==> src/rtl/tlast_framer_pkg.sv <==
// Shared definitions for the TLAST/TUSER framer: register offsets, AXI-lite
// response codes and the per-beat tag carried through the output stage.
package tlast_framer_pkg;

  localparam logic [1:0] ADDR_PERIOD    = 2'd0;
  localparam logic [1:0] ADDR_SUBPERIOD = 2'd1;
  localparam logic [1:0] ADDR_FCNT      = 2'd2;
  localparam logic [1:0] ADDR_CTRL      = 2'd3;

  localparam logic [1:0] RESP_OKAY   = 2'b00;
  localparam logic [1:0] RESP_SLVERR = 2'b10;

  typedef struct packed {
    logic last;
    logic sub;
  } beat_tag_t;

endpackage

==> src/rtl/axis_skid2.sv <==
// Two-entry registered skid buffer: ready depends only on occupancy, output
// comes straight from the head register.
module axis_skid2 #(
  parameter int WIDTH = 8
) (
  input  logic             clk,
  input  logic             rst,
  input  logic [WIDTH-1:0] in_data,
  input  logic             in_valid,
  output logic             in_ready,
  output logic [WIDTH-1:0] out_data,
  output logic             out_valid,
  input  logic             out_ready
);

  logic [1:0]       count_q, count_d;
  logic [WIDTH-1:0] head_q, head_d;
  logic [WIDTH-1:0] tail_q, tail_d;
  logic             push;
  logic             pop;

  assign in_ready  = (count_q != 2'd2);
  assign out_valid = (count_q != 2'd0);
  assign out_data  = head_q;
  assign push      = in_valid && in_ready;
  assign pop       = out_valid && out_ready;

  always_comb begin
    count_d = count_q;
    head_d  = head_q;
    tail_d  = tail_q;
    case (count_q)
      2'd0: begin
        if (push) begin
          head_d  = in_data;
          count_d = 2'd1;
        end else begin
          count_d = 2'd0;
        end
      end
      2'd1: begin
        case ({push, pop})
          2'b10:   begin tail_d = in_data; count_d = 2'd2; end
          2'b11:   begin head_d = in_data; count_d = 2'd1; end
          2'b01:   begin count_d = 2'd0; end
          default: begin count_d = 2'd1; end
        endcase
      end
      // Full: no push is possible, so only a pop can move the tail forward.
      2'd2: begin
        if (pop) begin
          head_d  = tail_q;
          count_d = 2'd1;
        end else begin
          count_d = 2'd2;
        end
      end
      default: count_d = 2'd0;
    endcase
  end

  always_ff @(posedge clk) begin
    if (rst) begin
      count_q <= 2'd0;
    end else begin
      count_q <= count_d;
    end
  end

  always_ff @(posedge clk) begin
    head_q <= head_d;
    tail_q <= tail_d;
  end

endmodule

==> src/rtl/tlast_framer.sv <==
// Frames an untagged AXI-Stream: TLAST every PERIOD beats, TUSER every SUBPERIOD
// beats within a frame, software force-close and a completed-frame counter.
module tlast_framer
  import tlast_framer_pkg::*;
#(
  parameter int DATA_WIDTH             = 8,
  parameter int PERIOD_BITS            = 16,
  parameter int PERIOD_INIT            = 16,
  parameter int SUBPERIOD_INIT         = 0,
  parameter int PERIOD_INIT_UPON_RESET = 0,
  parameter int FCNT_BITS              = 32
) (
  input  logic                  ap_clk,
  input  logic                  ap_rst,
  input  logic                  s_axilite_AWVALID,
  output logic                  s_axilite_AWREADY,
  input  logic [3:0]            s_axilite_AWADDR,
  input  logic                  s_axilite_WVALID,
  output logic                  s_axilite_WREADY,
  input  logic [31:0]           s_axilite_WDATA,
  output logic                  s_axilite_BVALID,
  input  logic                  s_axilite_BREADY,
  output logic [1:0]            s_axilite_BRESP,
  input  logic                  s_axilite_ARVALID,
  output logic                  s_axilite_ARREADY,
  input  logic [3:0]            s_axilite_ARADDR,
  output logic                  s_axilite_RVALID,
  input  logic                  s_axilite_RREADY,
  output logic [31:0]           s_axilite_RDATA,
  output logic [1:0]            s_axilite_RRESP,
  input  logic [DATA_WIDTH-1:0] src_TDATA,
  input  logic                  src_TVALID,
  output logic                  src_TREADY,
  output logic [DATA_WIDTH-1:0] dst_TDATA,
  output logic                  dst_TVALID,
  input  logic                  dst_TREADY,
  output logic                  dst_TLAST,
  output logic                  dst_TUSER
);

  localparam logic [PERIOD_BITS-1:0] CNT_ZERO   = PERIOD_BITS'(0);
  localparam logic [PERIOD_BITS-1:0] CNT_ONE    = PERIOD_BITS'(1);
  localparam logic [PERIOD_BITS-1:0] PERIOD_RST = PERIOD_BITS'(PERIOD_INIT);
  localparam logic [PERIOD_BITS-1:0] SUB_RST    = PERIOD_BITS'(SUBPERIOD_INIT);
  localparam logic [FCNT_BITS-1:0]   FCNT_ONE   = FCNT_BITS'(1);
  localparam int                     SKID_W     = DATA_WIDTH + $bits(beat_tag_t);

  logic                   aw_done_q, aw_done_d, w_done_q, w_done_d;
  logic [1:0]             aw_sel_q, aw_sel_d;
  logic [31:0]            wdata_q, wdata_d;
  logic                   bvalid_q, bvalid_d;
  logic [1:0]             bresp_q, bresp_d;
  logic                   rvalid_q, rvalid_d;
  logic [31:0]            rdata_q, rdata_d;
  logic [PERIOD_BITS-1:0] period_q, period_d, subperiod_q, subperiod_d;
  logic [FCNT_BITS-1:0]   fcnt_q, fcnt_d;
  logic                   force_q, force_d, clean_q, clean_d;
  logic [PERIOD_BITS-1:0] beat_cnt_q, beat_cnt_d, sub_cnt_q, sub_cnt_d;
  logic [PERIOD_BITS-1:0] act_p_q, act_p_d, act_s_q, act_s_d;

  logic                   aw_hs, w_hs, ar_hs, wr_fire, force_set, accept;
  logic [PERIOD_BITS-1:0] eff_p, eff_s;
  logic [31:0]            rd_mux;
  beat_tag_t              in_tag, out_tag;
  logic                   skid_in_ready;
  logic                   unused_bits;

  assign s_axilite_AWREADY = !aw_done_q && !bvalid_q;
  assign s_axilite_WREADY  = !w_done_q && !bvalid_q;
  assign s_axilite_BVALID  = bvalid_q;
  assign s_axilite_BRESP   = bresp_q;
  assign s_axilite_ARREADY = !rvalid_q;
  assign s_axilite_RVALID  = rvalid_q;
  assign s_axilite_RDATA   = rdata_q;
  assign s_axilite_RRESP   = RESP_OKAY;

  assign aw_hs   = s_axilite_AWVALID && s_axilite_AWREADY;
  assign w_hs    = s_axilite_WVALID && s_axilite_WREADY;
  assign ar_hs   = s_axilite_ARVALID && s_axilite_ARREADY;
  assign wr_fire = aw_done_q && w_done_q;

  assign unused_bits = ^{s_axilite_AWADDR[1:0], s_axilite_ARADDR[1:0], wdata_q};

  always_comb begin
    aw_done_d   = aw_done_q;
    w_done_d    = w_done_q;
    aw_sel_d    = aw_sel_q;
    wdata_d     = wdata_q;
    bvalid_d    = bvalid_q;
    bresp_d     = bresp_q;
    period_d    = period_q;
    subperiod_d = subperiod_q;
    force_set   = 1'b0;
    if (wr_fire) begin
      aw_done_d = 1'b0;
      w_done_d  = 1'b0;
      bvalid_d  = 1'b1;
      bresp_d   = RESP_OKAY;
      case (aw_sel_q)
        ADDR_PERIOD:    period_d    = wdata_q[PERIOD_BITS-1:0];
        ADDR_SUBPERIOD: subperiod_d = wdata_q[PERIOD_BITS-1:0];
        ADDR_FCNT:      bresp_d     = RESP_SLVERR;
        ADDR_CTRL:      force_set   = wdata_q[0];
        default:        bresp_d     = RESP_SLVERR;
      endcase
    end else begin
      if (aw_hs) begin
        aw_done_d = 1'b1;
        aw_sel_d  = s_axilite_AWADDR[3:2];
      end else begin
        aw_done_d = aw_done_q;
      end
      if (w_hs) begin
        w_done_d = 1'b1;
        wdata_d  = s_axilite_WDATA;
      end else begin
        w_done_d = w_done_q;
      end
      if (bvalid_q && s_axilite_BREADY) begin
        bvalid_d = 1'b0;
      end else begin
        bvalid_d = bvalid_q;
      end
    end
  end

  always_comb begin
    case (s_axilite_ARADDR[3:2])
      ADDR_PERIOD:    rd_mux = 32'(period_q);
      ADDR_SUBPERIOD: rd_mux = 32'(subperiod_q);
      ADDR_FCNT:      rd_mux = 32'(fcnt_q);
      ADDR_CTRL:      rd_mux = 32'd0;
      default:        rd_mux = 32'd0;
    endcase
    rvalid_d = rvalid_q;
    rdata_d  = rdata_q;
    if (ar_hs) begin
      rvalid_d = 1'b1;
      rdata_d  = rd_mux;
    end else if (rvalid_q && s_axilite_RREADY) begin
      rvalid_d = 1'b0;
    end else begin
      rvalid_d = rvalid_q;
    end
  end

  // A clean frame uses the live registers so the first beat's tags match what gets latched.
  assign accept      = src_TVALID && skid_in_ready;
  assign eff_p       = clean_q ? period_q : act_p_q;
  assign eff_s       = clean_q ? subperiod_q : act_s_q;
  assign in_tag.last = force_q || ((eff_p != CNT_ZERO) && (beat_cnt_q == (eff_p - CNT_ONE)));
  assign in_tag.sub  = in_tag.last || ((eff_s != CNT_ZERO) && (sub_cnt_q == (eff_s - CNT_ONE)));

  always_comb begin
    beat_cnt_d = beat_cnt_q;
    sub_cnt_d  = sub_cnt_q;
    clean_d    = clean_q;
    act_p_d    = act_p_q;
    act_s_d    = act_s_q;
    if (accept) begin
      if (clean_q) begin
        act_p_d = period_q;
        act_s_d = subperiod_q;
      end else begin
        act_p_d = act_p_q;
        act_s_d = act_s_q;
      end
      if (in_tag.last) begin
        beat_cnt_d = CNT_ZERO;
        sub_cnt_d  = CNT_ZERO;
        clean_d    = 1'b1;
      end else begin
        beat_cnt_d = beat_cnt_q + CNT_ONE;
        clean_d    = 1'b0;
        if (in_tag.sub) begin
          sub_cnt_d = CNT_ZERO;
        end else begin
          sub_cnt_d = sub_cnt_q + CNT_ONE;
        end
      end
    end else begin
      beat_cnt_d = beat_cnt_q;
    end
    if (force_set) begin
      force_d = 1'b1;
    end else if (accept && in_tag.last) begin
      force_d = 1'b0;
    end else begin
      force_d = force_q;
    end
    if (dst_TVALID && dst_TREADY && dst_TLAST) begin
      fcnt_d = fcnt_q + FCNT_ONE;
    end else begin
      fcnt_d = fcnt_q;
    end
  end

  always_ff @(posedge ap_clk) begin
    if (ap_rst) begin
      aw_done_q  <= 1'b0;
      w_done_q   <= 1'b0;
      aw_sel_q   <= 2'd0;
      wdata_q    <= 32'd0;
      bvalid_q   <= 1'b0;
      bresp_q    <= RESP_OKAY;
      rvalid_q   <= 1'b0;
      rdata_q    <= 32'd0;
      fcnt_q     <= FCNT_BITS'(0);
      force_q    <= 1'b0;
      clean_q    <= 1'b1;
      beat_cnt_q <= CNT_ZERO;
      sub_cnt_q  <= CNT_ZERO;
      act_p_q    <= CNT_ZERO;
      act_s_q    <= CNT_ZERO;
    end else begin
      aw_done_q  <= aw_done_d;
      w_done_q   <= w_done_d;
      aw_sel_q   <= aw_sel_d;
      wdata_q    <= wdata_d;
      bvalid_q   <= bvalid_d;
      bresp_q    <= bresp_d;
      rvalid_q   <= rvalid_d;
      rdata_q    <= rdata_d;
      fcnt_q     <= fcnt_d;
      force_q    <= force_d;
      clean_q    <= clean_d;
      beat_cnt_q <= beat_cnt_d;
      sub_cnt_q  <= sub_cnt_d;
      act_p_q    <= act_p_d;
      act_s_q    <= act_s_d;
    end
  end

  // Configuration survives reset unless the instance asks for init values to be restored.
  always_ff @(posedge ap_clk) begin
    if (ap_rst && (PERIOD_INIT_UPON_RESET != 0)) begin
      period_q    <= PERIOD_RST;
      subperiod_q <= SUB_RST;
    end else if (ap_rst) begin
      period_q    <= period_q;
      subperiod_q <= subperiod_q;
    end else begin
      period_q    <= period_d;
      subperiod_q <= subperiod_d;
    end
  end

  axis_skid2 #(
    .WIDTH (SKID_W)
  ) u_skid (
    .clk       (ap_clk),
    .rst       (ap_rst),
    .in_data   ({src_TDATA, in_tag}),
    .in_valid  (src_TVALID),
    .in_ready  (skid_in_ready),
    .out_data  ({dst_TDATA, out_tag}),
    .out_valid (dst_TVALID),
    .out_ready (dst_TREADY)
  );

  assign src_TREADY = skid_in_ready;
  assign dst_TLAST  = out_tag.last;
  assign dst_TUSER  = out_tag.sub;

endmodule

==> config.mk <==
export PLATFORM = sky130hd
export DESIGN_NAME = tlast_framer
export DESIGN_NICKNAME = d
export VERILOG_FILES = /design/src/rtl/tlast_framer_pkg.sv /design/src/rtl/axis_skid2.sv /design/src/rtl/tlast_framer.sv
export SDC_FILE = /design/constraint.sdc
export NUM_CORES = 1
export LEC_CHECK = 0
export BUFFER_PORTS_ARGS = -buffer_cell sky130_fd_sc_hd__buf_4
export CORE_AREA = 2 2 171 173
export CTS_CLUSTER_DIAMETER = 150
export CTS_CLUSTER_SIZE = 30
export DETAILED_ROUTE_END_ITERATION = 6
export DIE_AREA = 0 0 173 175
export PLACE_DENSITY = 0.55
export SYNTH_ARGS = -nofsm -noshare
export SYNTH_HDL_FRONTEND = slang
export SYNTH_SLANG_ARGS = --single-unit
==> constraint.sdc <==
create_clock -name ap_clk -period 4.4 [get_ports ap_clk]
set_input_delay 0.66 -clock ap_clk [delete_from_list [all_inputs] [get_ports ap_clk]]
set_output_delay 0.66 -clock ap_clk [all_outputs]
set_load 0.05 [all_outputs]
==> Yosys cells after proc, flatten, opt, wreduce, memory -nomap -nowiden <==
Index checks and enable logic that the tools add are counted.
{ "word_totals": {"register_bits": 208, "output_inout_bits": 53, "word_cells": 105} }
{ "op_classes": {"addsub": 5, "n_eq_ne": 17, "n_reduce_logical": 37, "mux": 24, "n_bitwise": 2} }
{ "op_table": {"columns": ["op", "count"], "rows": [
  ["one-hot mux 32 bit (4 select lines)", 1],
  ["two-way mux 16 bit", 5],
  ["adder 16 x 1 -> 16 bit (second input constant)", 2],
  ["adder 32 x 1 -> 32 bit (second input constant)", 1],
  ["equality test 16 bit", 2],
  ["nonzero test 16 bit", 2],
  ["subtractor 16 x 1 -> 16 bit (second input constant)", 2],
  ["two-way mux 10 bit", 3],
  ["one-hot mux 10 bit (3 select lines)", 1],
  ["equality test 2 bit (second input constant)", 7],
  ["logical AND 1 bit", 14],
  ["two-way mux 1 bit", 10],
  ["equality test 2 x 1 -> 1 bit (second input constant)", 4],
  ["nonzero test 2 bit", 4],
  ["zero test 2 bit", 3],
  ["!= test 2 bit (second input constant)", 3],
  ["one-hot mux 2 bit (3 select lines)", 1],
  ["AND reduction 2 bit", 3],
  ["AND reduction 3 bit", 2],
  ["zero test 1 bit", 4],
  ["two-way mux 2 bit", 2],
  ["one-hot mux 2 bit (2 select lines)", 1],
  ["AND reduction 4 bit", 1],
  ["nonzero test 3 bit", 1],
  ["4 further kinds", 6]
]} }

==> Depth between registers and ports, before layout <==
Gate-level depths: netlist of run 1.
{ "depth": {"word_depth": 8, "ltp_mapped": 15} }

==> Cells and area by module <==
A second synthesis of run 1 with hierarchy kept.
{ "unflattened": {"cells_unflattened": 1013, "hier_area_um2": 9695.5} }
{ "modules_own_cells": {"columns": ["mod", "area_each_um2", "n_inst", "cells_per_inst", "seq_area_each_um2"], "rows": [
  ["tlast_framer", 8822.2, 1, 966, 4023.9],
  ["axis_skid2", 873.3, 1, 47, 640.6]
]} }

==> Worst setup path before layout of run 1 <==
Ideal clock, no wire load.
{ "synth_path": {"path_type": "flip-flop to flip-flop", "from": "register clean_q", "to": "register u_skid.head_q[0], in the netlist u_skid.out_data[0], data pin", "n_path_buf": 6, "t_arrival_ns": 3.360, "setup_time_ns": 0.259, "setup_slack_ns": 0.781, "stages_incl_launch_ff": 16, "cell_sequence": "dfxtp_1 -> buf_4 -> buf_2 -> buf_2 -> buf_2 -> mux2i_1 -> ha_1 -> nor4bb_1 -> nand3_1 -> a211oi_1 -> mux2i_1 -> and3_1 -> a41o_1 -> buf_6 -> buf_6 -> o31a_1"} }
{ "synth_via": {"elab_chain_cells": 8, "word_cells_on_any_way": 15} }
{ "synth_rtl": {"columns": ["element", "line", "source"], "rows": [
  ["from (decl)", "tlast_framer.sv:57", "logic force_q, force_d, clean_q, clean_d;"],
  ["from (signal assigned)", "tlast_framer.sv:226", "clean_q <= clean_d;"],
  ["two-way mux 16 bit", null, null],
  ["subtractor 16 x 1 -> 16 bit", "tlast_framer.sv:151", "assign in_tag.last = force_q || ((eff_p != CNT_ZERO) && (beat_cnt_q == (eff_p - CNT_ONE)));"],
  ["equality test 16 bit", "tlast_framer.sv:151", null],
  ["logical AND 1 bit", "tlast_framer.sv:151", null],
  ["logical OR 1 bit", "tlast_framer.sv:151", null],
  ["logical OR 1 bit *", "tlast_framer.sv:152", "assign in_tag.sub = in_tag.last || ((eff_s != CNT_ZERO) && (sub_cnt_q == (eff_s - CNT_ONE)));"],
  ["two-way mux 10 bit (on tied branches)", "axis_skid2.sv:42, axis_skid2.sv:34", null],
  ["one-hot mux 10 bit (3 select lines) *", "axis_skid2.sv:32", "case (count_q)"],
  ["named net u_skid.head_d[0]", "axis_skid2.sv:17", "logic [WIDTH-1:0] head_q, head_d;"],
  ["to (signal assigned)", "axis_skid2.sv:71", "head_q <= head_d;"],
  ["to (decl)", "axis_skid2.sv:17", null]
]} }
Mark *: on every way through the listed nets, which the timed path passes. The rest lies on a longest branch. The select of a mux whose other input is x is not followed.
A chain may end at the register's enable or synchronous reset.

==> Worst setup path in the final report of run 1 <==
Ends and elaborated chain as after synthesis.

==> summary.txt, run 1 <==
Die
  • Die area: 30300 sq um
  • Core area: 28400 sq um
  • Die span in y: 175 microns
  • Initial core utilization: 34.6%
  • Rows: 62
  • Die W: 173 microns
  • I/O Pins: 110

Finish
  • Nets@finish: 1164
  • Share of cells above drive strength 1: 12.8%
  • Area grow syn2layout: 13.2%
  • Final cell count without fillers: 1488
  • Fill cell count: 2918
  • Core Util, Final: 39.1%

STA
  • Hold slack: 341 ps
  • Final hold violation count: 0
  • Slew @ Worst Pin: 923 ps
  • Slew Limit Fails: 0
  • Setup TNS: 0 ps
  • Setup violations, final: 0
  • Fmax: 287 MHz
  • Final Cycle Share: 79.2%
  • RSZ-0062 raised after global routing: no
  • Tmin final: 3490 ps
  • Slew headroom: 38.5%
  • Clock skew: 20.3 ps

Critical path
  • CP Capture Type: flip-flop
  • Crit path launch type: flip-flop
  • Critical path arrival: 3850 ps
  • Critical path required time: 4760 ps
  • Crit Path Category: flip-flop to flip-flop
  • Crit path max fanout: 39

Hold path
  • Min-Delay Path Class: input port to flip-flop

Power
  • VDD IR-drop max: 186 uV
  • P_leak: 0.00407 uW
  • Tot Pwr: 3640 uW
  • Pwr dens: 327 nW/um^2

Synthesis
  • Yosys cell types: 68
  • Post-synthesis sequential area ratio: 47.5%
  • Top_reg_cell synth: dfxtp_1
  • Register bit total from synthesis: 207
  • Synth warnings: 0
  • Syn_area_per_cell: 9.39 sq um
  • Ys async rst share: 0%
  • Post-synth EDFFs: 52
  • Gate Count Post-Synth: 1045
  • Area of the mapped netlist: 9810 sq um

Placement
  • GPL Wtd Cong: 0.795
  • Input/output buffers: 86
  • DPL Wire Length: 17.1 mm
  • Placed Cells: 1471

Route
  • DRC: 0
  • Remaining antenna violation count after routing: 0
  • Pre-Repair DR Iteration Count: 6
  • Total number of vias: 7504
  • Drt wl/cell: 16.1 microns
  • DR iter-0 viols: 510
  • Total Wirelength: 23.9 mm
  • Vias per std cell: 5.04

GRT
  • Vias in the first global route: 7099
  • Number of antenna violations at the first check in global routing: 1
  • GR Util All Layers: 15.5%
  • First-pass GRT wire length: 38.9 mm
  • Remaining Overflow, GRT: 0
  • Largest net degree at the start of global routing: 76

Clock tree
  • CTS Sinks: 207
  • Post-CTS resize count: 0
  • Worst-path clk slew: 120 ps
  • CTS buffer count: 10
  • CTS H-tree lvls: 1
  • Root Buffer: clkbuf_16
  • CTS tree: yes
  • CTS max path bufs: 3
  • Post-CTS Setup Inserts: 0
  • Cts hold-fix bufs: 0
  • Worst-skew pair later-pin latency: 480 ps

Run
  • MaxCap Viol Count: 0

Run status
  • Outcome: completed
## final timing paths
check	startpoint	endpoint	slack [ps]	cells after the start
max	clean_q$_SDFFE_PP1P_	u_skid.out_data[0]$_DFFE_PP_	910	9
min	s_axilite_RREADY	s_axilite_RVALID$_SDFFE_PP0P_	340	2
max reg2reg	clean_q$_SDFFE_PP1P_	u_skid.out_data[0]$_DFFE_PP_	910	9
min reg2reg	act_p_q[14]$_SDFFE_PP0P_	act_p_q[14]$_SDFFE_PP0P_	460	2
## sequential cells by signal, indices dropped and copies added (netlist names), 10 cells and up
register / flops
period_q: 16
wdata_q: 16
fcnt_q: 32
u_skid.tail_q: 10
act_s_q: 16
beat_cnt_q: 16
u_skid.out_data: 10
subperiod_q: 16
act_p_q: 16
s_axilite_RDATA: 32
sub_cnt_q: 16
## Yosys cell counts (9+ instances only)
cell type | n | share of area [%]
mux2i_1 | 42 | 4.3
a211oi_1 | 36 | 2.8
nand3_1 | 24 | 1.2
nand2_1 | 136 | 5.2
a21oi_1 | 57 | 2.9
xnor2_1 | 57 | 5.1
dfxtp_1 | 155 | 32
and2_1 | 9 | 0.57
and3_1 | 14 | 0.89
clkbuf_1 | 39 | 1.5
edfxtp_1 | 52 | 16
nor2_1 | 128 | 4.9
xor2_1 | 45 | 4.0
nor3_1 | 28 | 1.4
mux2_2 | 11 | 1.3
a22oi_1 | 18 | 1.4
a222oi_1 | 10 | 1.0
nand4_1 | 12 | 0.76
inv_1 | 18 | 0.69
## worst max-delay path, cell delays in order (launching register included)
cell and delay, ps:
dfxtp_2 440, buf_4 420, or4b_1 500, a222oi_1 380, buf_4 230, nand4b_1 150, o41ai_1 400, nor2_1 150
nor3_1 510, o31a_1 180
## routing by layer
metal / wire length [microns] / share of wire [%] / GRT usage, %
met1: 11800 / 49 / 22.3
met2: 11000 / 46 / 25.4
met3: 780 / 3.3 / 1.57
met4: 332 / 1.4 / 3.43
met5: 0 / 0 / 0
## power by group
part | internal, uW | switching (uW) | leakage (uW) | total (uW)
registers | 2010 | 50.5 | 0.00176 | 2060
logic | 175 | 316 | 0.00217 | 491
clock network | 468 | 617 | 0.000144 | 1080
## logic make-up (layout without fill, tap and decap cells)
family | Yosys count | in the layout | share of synthesized area [%]
buf+inv | 80 | 136 | 3.58
compound gates | 178 | 178 | 13.1
other cells | 1 | 4 | 0.0382
xor+xnor | 102 | 102 | 9.10
fa+ha+maj | 8 | 8 | 1.02
flops | 207 | 207 | 47.5
mux | 53 | 53 | 5.55
simple gates | 416 | 416 | 20.1
## metrics by stage
stage	setup slack [ps]	instance area (sq um)
floorplan	781	9820
global placement	986	10800
detailed placement	951	10800
CTS	917	11100
global route	548	11100
finish	914	11100
## final cells by class
type | count | area, sq um | area share [%]
well taps | 384 | 480 | 4.32
multi-input cells | 760 | 4820 | 43.4
clock inverters | 1 | 5.00 | 0.0450
diodes | 1 | 2.50 | 0.0225
inverters | 18 | 67.6 | 0.608
clock buffers | 15 | 290 | 2.61
repair buffers | 102 | 778 | 7.00
flip-flops and latches | 207 | 4670 | 42.0
## cell usage in the layout (no fill, tap or decap), types with 6 or more instances in the layout
cell type / netlist / final
nor2_1: 128 / 128
a211oi_1: 36 / 36
nor3_1: 28 / 28
a222oi_1: 10 / 10
nand2_1: 136 / 136
mux2_2: 11 / 11
clkbuf_16: 0 / 11
and2_1: 9 / 9
ha_1: 8 / 8
xor2_1: 45 / 45
dfxtp_1: 155 / 154
nor3b_1: 7 / 6
nand4_1: 12 / 12
nor4b_1: 8 / 7
and3_1: 14 / 14
a21oi_1: 57 / 57
mux2i_1: 42 / 42
nand3b_1: 6 / 6
o21ai_0: 8 / 8
a2111oi_2: 6 / 6
nand3_1: 24 / 24
buf_4: 5 / 101
edfxtp_1: 52 / 52
inv_1: 18 / 17
xnor2_1: 57 / 57
a22oi_1: 18 / 18
a2111oi_0: 7 / 7
or3_1: 7 / 7
(Power assumes the default switching activity.)
==> inputs of run 2 (changes only) <==
--- a/config.mk
+++ b/config.mk
@@ -5,13 +5,14 @@
 export SDC_FILE = /design/constraint.sdc
 export NUM_CORES = 1
 export LEC_CHECK = 0
+export ABC_AREA = 1
 export BUFFER_PORTS_ARGS = -buffer_cell sky130_fd_sc_hd__buf_4
-export CORE_AREA = 2 2 171 173
+export CORE_AREA = 2 2 175 177
 export CTS_CLUSTER_DIAMETER = 150
 export CTS_CLUSTER_SIZE = 30
 export DETAILED_ROUTE_END_ITERATION = 6
-export DIE_AREA = 0 0 173 175
-export PLACE_DENSITY = 0.55
+export DIE_AREA = 0 0 177 179
+export PLACE_DENSITY = 0.56
 export SYNTH_ARGS = -nofsm -noshare
 export SYNTH_HDL_FRONTEND = slang
 export SYNTH_SLANG_ARGS = --single-unit
==> constraint.sdc (replaced) <==
create_clock -name ap_clk -period 3.15 [get_ports ap_clk]
set_input_delay 0.4725 -clock ap_clk [delete_from_list [all_inputs] [get_ports ap_clk]]
set_output_delay 0.4725 -clock ap_clk [all_outputs]
set_load 0.05 [all_outputs]
==> run 2 against run 1 <==
  * Highest routed layer unchanged
  * Final cell count increased by 24%
  * Critical path type unchanged
  * Maximum frequency increased by 29%
  * Core utilization decreased by 0.52 points
  * Critical endpoint is now sub_cnt_q[5]$_SDFFE_PP0P_
  * Clock skew decreased by 2.9 ps
==> summary.txt, run 2 <==
Run status
  • Outcome: completed

STA
  • Setup TNS: 0 ps
  • Setup violations, final: 0
  • Clock skew: 17.5 ps
  • Tmin final: 2710 ps
  • Slew Limit Fails: 0
  • Slew headroom: 41.3%
  • Final hold violation count: 0
  • Slew @ Worst Pin: 878 ps
  • Final Cycle Share: 86.1%
  • Hold slack: 166 ps
  • Final setup margin: 439 ps
  • RSZ-0062 raised after global routing: no
  • Fmax: 369 MHz

Clock tree
  • CTS buffer count: 10
  • Post-CTS Setup Inserts: 0
  • CTS tree: yes
  • CTS max path bufs: 3
  • Worst-path clk slew: 120 ps
  • CTS Sinks: 207
  • Post-CTS resize count: 0
  • Cts hold-fix bufs: 0
  • Root Buffer: clkbuf_16
  • Worst-skew pair later-pin latency: 480 ps
  • CTS H-tree lvls: 1

Route
  • Total number of vias: 8719
  • DR iter-0 viols: 539
  • Vias per std cell: 4.74
  • Drt wl/cell: 13.8 microns
  • Total Wirelength: 25.3 mm
  • DRC: 0
  • Remaining antenna violation count after routing: 0
  • Pre-Repair DR Iteration Count: 7

Placement
  • Placed Cells: 1826
  • Input/output buffers: 86
  • Placed Area: 11300 sq um
  • DPL Wire Length: 19.0 mm
  • Worst slack, placed: 384 ps
  • GPL Wtd Cong: 0.822

Synthesis
  • Ys async rst share: 0%
  • Yosys cell types: 49
  • Post-synth EDFFs: 52
  • Area of the mapped netlist: 10200 sq um
  • Synth top area share: 30.3%
  • Gate Count Post-Synth: 1369
  • Synth top cells by count: 350 x nand2_1, 165 x nor2_1, 155 x dfxtp_1, 143 x inv_1, 86 x o21ai_0
  • Register bit total from synthesis: 207
  • Area contributors post-synth: dfxtp_1 30%, edfxtp_1 15%, nand2_1 13%
  • Syn_area_per_cell: 7.48 sq um
  • Yosys top cell by area: dfxtp_1
  • Most frequent cell after synthesis: nand2_1
  • Post-synthesis sequential area ratio: 45.5%
  • Synth warnings: 0
  • Top_reg_cell synth: dfxtp_1

Die
  • Die span in y: 179 microns
  • Rows: 64
  • Core area: 30000 sq um
  • Die area: 31700 sq um
  • Initial core utilization: 34.1%
  • I/O Pins: 110
  • Die W: 177 microns

GRT
  • GR Util met2: 25.2%
  • GR Util All Layers: 16.1%
  • Vias in the first global route: 8004
  • Number of antenna violations at the first check in global routing: 0
  • M3 GR Usage: 2.31%
  • GR peak layer: met2
  • Remaining Overflow, GRT: 0
  • Met1 Use GR: 23.6%
  • Largest net degree at the start of global routing: 44
  • First-pass GRT wire length: 41.4 mm

Finish
  • Final cell count without fillers: 1841
  • Fill cell count: 3076
  • Share of cells above drive strength 1: 12.9%
  • Nets@finish: 1507
  • Most common cell after layout, fill and taps aside: nand2_1
  • Design Area, Final: 11600 sq um
  • Area grow syn2layout: 13.2%
  • Antenna cells: 0
  • Multi-input gate area: 4750 sq um
  • Most frequent cells in the layout: 350 x nand2_1, 165 x nor2_1, 154 x dfxtp_1
  • FF/Latch Area: 4670 sq um

Critical path
  • Critical path arrival: 3090 ps
  • Critical path required time: 3530 ps
  • Crit path max fanout: 23
  • Crit Path Category: flip-flop to flip-flop
  • Crit path launch type: flip-flop
  • CP Capture Type: flip-flop
  • Reg2Reg Depth: 19

Run
  • MaxCap Viol Count: 0

Power
  • VDD IR-drop max: 298 uV
  • P_leak: 0.00470 uW
  • Pwr dens: 454 nW/um^2

Hold path
  • Min-Delay Path Class: input port to flip-flop
  • Hold depth: 1
-- run 2: cell types whose count changed after synthesis, sizes merged, moves of 31 or more --
cell,previous run,this run
nand2,136,363
a211oi,36,5
xnor2,57,10
nand3,24,72
o21ai,9,93
inv,18,147
mux2i,42,0
nor2,128,198
-- run 2: cell families (layout without fill, tap and decap cells) --
group,count (synthesis),in the layout,share of synthesized area [%]
other cells,1,3,0.0366
fa+ha+maj,8,8,0.977
compound gates,219,219,12.0
simple gates,689,689,29.3
buf+inv,200,274,8.31
xor+xnor,45,45,3.85
flops,207,207,45.5
-- run 2: layout make-up --
cell class | count | share of cell area [%]
clock inverter | 1 | 0.0432
sequential | 207 | 40.2
timing repair buffer | 108 | 7.10
multi-input combinational | 964 | 41.0
tap | 396 | 4.27
clock buffer | 14 | 2.47
inverter | 151 | 4.93
-- run 2: worst paths after layout --
check,from,to,slack [ps]
worst max-delay path,clean_q$_SDFFE_PP1P_,sub_cnt_q[5]$_SDFFE_PP0P_,440
worst min-delay path,src_TDATA[1],u_skid.tail_q[3]$_DFFE_PP_,170
worst max register to register,clean_q$_SDFFE_PP1P_,sub_cnt_q[5]$_SDFFE_PP0P_,440
worst min register to register,act_p_q[0]$_SDFFE_PP0P_,act_p_q[0]$_SDFFE_PP0P_,460
-- run 2: layer usage --
metal | vias to the layer above | wire (microns)
met2 | 154 | 11000
li1 | 4573 | -
met3 | 23 | 1050
met5 | - | 0
met4 | 0 | 312
met1 | 3969 | 13000
-- run 2: critical path, stage by stage (launching register included) --
cell and delay [ps]:
dfxtp_2 400, inv_6 170, nand2_1 90, nand2_2 110
ha_1 220, nand3_1 130, nor2_4 200, nand3_2 120
nor2_1 110, nand2_1 60, nand2_1 60, nand2_1 40
inv_1 40, nand2_1 40, nor2_1 130, nand3_1 160
nand3_2 140, nand2_2 70, nand2_4 220, nor2_1 70
-- run 2: report_power, final --
group | leakage (uW) | internal, uW | switching, uW | total [uW]
clock network | 0.000143 | 649 | 859 | 1510
logic | 0.00281 | 262 | 576 | 838
registers | 0.00175 | 2840 | 78.4 | 2920
-- run 2: per-stage QoR --
stage               power, uW  util, %
floorplan                3580        -
detailed placement       3820     37.6
CTS                      5340     38.6
global route             5540     38.6
finish                   5270     38.6
global placement         3810     37.6
==> inputs of run 3 (changes only) <==
--- a/config.mk
+++ b/config.mk
@@ -7,12 +7,14 @@
 export LEC_CHECK = 0
 export ABC_AREA = 1
 export BUFFER_PORTS_ARGS = -buffer_cell sky130_fd_sc_hd__buf_4
-export CORE_AREA = 2 2 175 177
+export CELL_PAD_IN_SITES_DETAIL_PLACEMENT = 1
+export CELL_PAD_IN_SITES_GLOBAL_PLACEMENT = 1
+export CORE_AREA = 2 2 166 168
 export CTS_CLUSTER_DIAMETER = 150
 export CTS_CLUSTER_SIZE = 30
 export DETAILED_ROUTE_END_ITERATION = 6
-export DIE_AREA = 0 0 177 179
-export PLACE_DENSITY = 0.56
+export DIE_AREA = 0 0 168 170
+export PLACE_DENSITY = 0.78
 export SYNTH_ARGS = -nofsm -noshare
 export SYNTH_HDL_FRONTEND = slang
 export SYNTH_SLANG_ARGS = --single-unit
==> run 3 against run 2 <==
  * Clock power barely moved
  * Sequential power barely moved
  * Critical endpoint unchanged
  * Clock-buffer cell count rose by 1
  * Critical path type unchanged
  * Die area fell by 9.9%
==> summary.txt, run 3 (synthesized netlist as in run 2, its figures left out) <==
Die
  • Rows: 60
  • Die span in y: 170 microns
  • Die W: 168 microns
  • Initial core utilization: 38.4%
  • Core area: 26700 sq um
  • I/O Pins: 110
  • Die area: 28600 sq um

Critical path
  • Critical path arrival: 3170 ps
  • Most used cell, CP: nand2_1
  • Crit path max fanout: 23
  • CP Capture Type: flip-flop
  • CP max-delay cell: dfxtp_2
  • Critical path required time: 3530 ps
  • Crit path cell chain: buf_4 -> nand2_1 -> nand2_1 -> nand3_2 -> nor2_2 -> nand3_1 -> nand2_1 -> nand2_1 -> nor2_1 -> nand2_1 -> nor2_1 -> nand3_1 -> nand3_2 -> nand2_2 -> nand2_4 -> nor2_1
  • CP max stage delay: 460 ps
  • Reg2Reg Setup Slack: 350 ps
  • Crit Path Category: flip-flop to flip-flop
  • CP delay by family, top: simple AND/OR/NAND/NOR gates
  • Crit path launch type: flip-flop
  • Buf/Inv on CP: 1

GRT
  • Vias in the first global route: 9031
  • Largest net degree at the start of global routing: 46
  • First-pass GRT wire length: 46.0 mm
  • Number of antenna violations at the first check in global routing: 0
  • Remaining Overflow, GRT: 0
  • GR Util All Layers: 19.7%

Finish
  • Area grow syn2layout: 12.2%
  • Most common cell after layout, fill and taps aside: nand2_1
  • Most frequent cells in the layout: 350 x nand2_1, 165 x nor2_1, 154 x dfxtp_1
  • FF/Latch Area: 4670 sq um
  • Antenna cells: 0
  • Share of cells above drive strength 1: 12.7%
  • Multi-input gate area: 4760 sq um
  • Design Area, Final: 11500 sq um
  • Core Util, Final: 43.1%
  • Nets@finish: 1503
  • Fill cell count: 3316

STA
  • Setup TNS: 0 ps
  • Slew Limit Fails: 0
  • Tmin final: 2800 ps
  • Fmax: 357 MHz
  • Final Cycle Share: 88.8%
  • Clock skew: 15.5 ps
  • Setup violations, final: 0
  • Final hold violation count: 0
  • Hold slack: 168 ps
  • Slew headroom: 38.7%
  • Slew @ Worst Pin: 916 ps
  • RSZ-0062 raised after global routing: no

Route
  • DR iter-0 viols: 479
  • Total Wirelength: 28.3 mm
  • Pre-Repair DR Iteration Count: 4
  • Total number of vias: 9133
  • DRC: 0
  • Remaining antenna violation count after routing: 0
  • Vias per std cell: 5.12
  • Drt wl/cell: 15.9 microns

Clock tree
  • Post-CTS Setup Inserts: 0
  • CTS Sinks: 207
  • Root Buffer: clkbuf_16
  • Post-CTS resize count: 0
  • Cts hold-fix bufs: 0
  • Worst-path clk slew: 120 ps
  • CTS buffer count: 10
  • CTS tree: yes
  • CTS H-tree lvls: 1
  • Worst-skew pair later-pin latency: 480 ps
  • CTS max path bufs: 3

Hold path
  • Min-Delay Path Class: input port to flip-flop

Run
  • MaxCap Viol Count: 0

Power
  • P_leak: 0.00468 uW
  • Pwr dens: 460 nW/um^2
  • VDD IR-drop max: 262 uV

Placement
  • GPL Wtd Cong: 0.813
  • Placed Area: 11200 sq um
  • Input/output buffers: 86
  • DPL Wire Length: 21.5 mm

Run status
  • Outcome: completed
-- run 3: cell count changes in the layout (fill, tap and decap cells not counted) --
cell      delta
buf_4        -3
nand2_2      -1
buf_12       -1
clkbuf_1     +1
nand2_4      +1
-- run 3: metrics by stage --
step	total power, uW	instances	worst slack, ps
after floorplan	3580	1371	493
after global placement	3800	1767	394
after detailed placement	3840	1767	329
after CTS	5350	1783	296
after global routing	5540	1783	21.2
final	5280	1783	352
-- run 3: where the power goes --
part | internal, uW | switching, uW
Clock | 654 | 855
Combinational | 257 | 596
Sequential | 2840 | 79.8
-- run 3: final timing paths --
kind	start	end	cells after the start
setup / recovery	clean_q$_SDFFE_PP1P_	sub_cnt_q[5]$_SDFFE_PP0P_	16
hold / removal	s_axilite_BREADY	s_axilite_BVALID$_SDFFE_PP0P_	2
setup reg to reg	clean_q$_SDFFE_PP1P_	sub_cnt_q[5]$_SDFFE_PP0P_	16
hold reg to reg	act_p_q[14]$_SDFFE_PP0P_	act_p_q[14]$_SDFFE_PP0P_	2
-- run 3: worst register-to-register path, stage by stage (launching register included) --
cell,delay (ps)
dfxtp_2,460
buf_4,300
nand2_1,90
nand2_1,200
nand3_2,150
nor2_2,270
nand3_1,130
nand2_1,80
nand2_1,60
nor2_1,100
nand2_1,60
nor2_1,150
nand3_1,150
nand3_2,120
nand2_2,70
nand2_4,220
nor2_1,80
-- run 3: per-layer routing --
metal / share of wire [%] / GRT usage [%] / up-vias
met5: 0 / 0 / -
met4: 1.2 / 3.48 / 0
met3: 3.4 / 2.33 / 24
met2: 48 / 34.9 / 126
met1: 47 / 26.0 / 4422
li1: - / - / 4561
-- run 3: cell type report --
type | instances | area share (%)
multi-input cells | 964 | 41.4
flip-flops and latches | 207 | 40.6
repair buffers | 104 | 6.79
inverters | 151 | 4.97
well taps | 341 | 3.71
clock buffers | 15 | 2.53
clock inverters | 1 | 0.0435
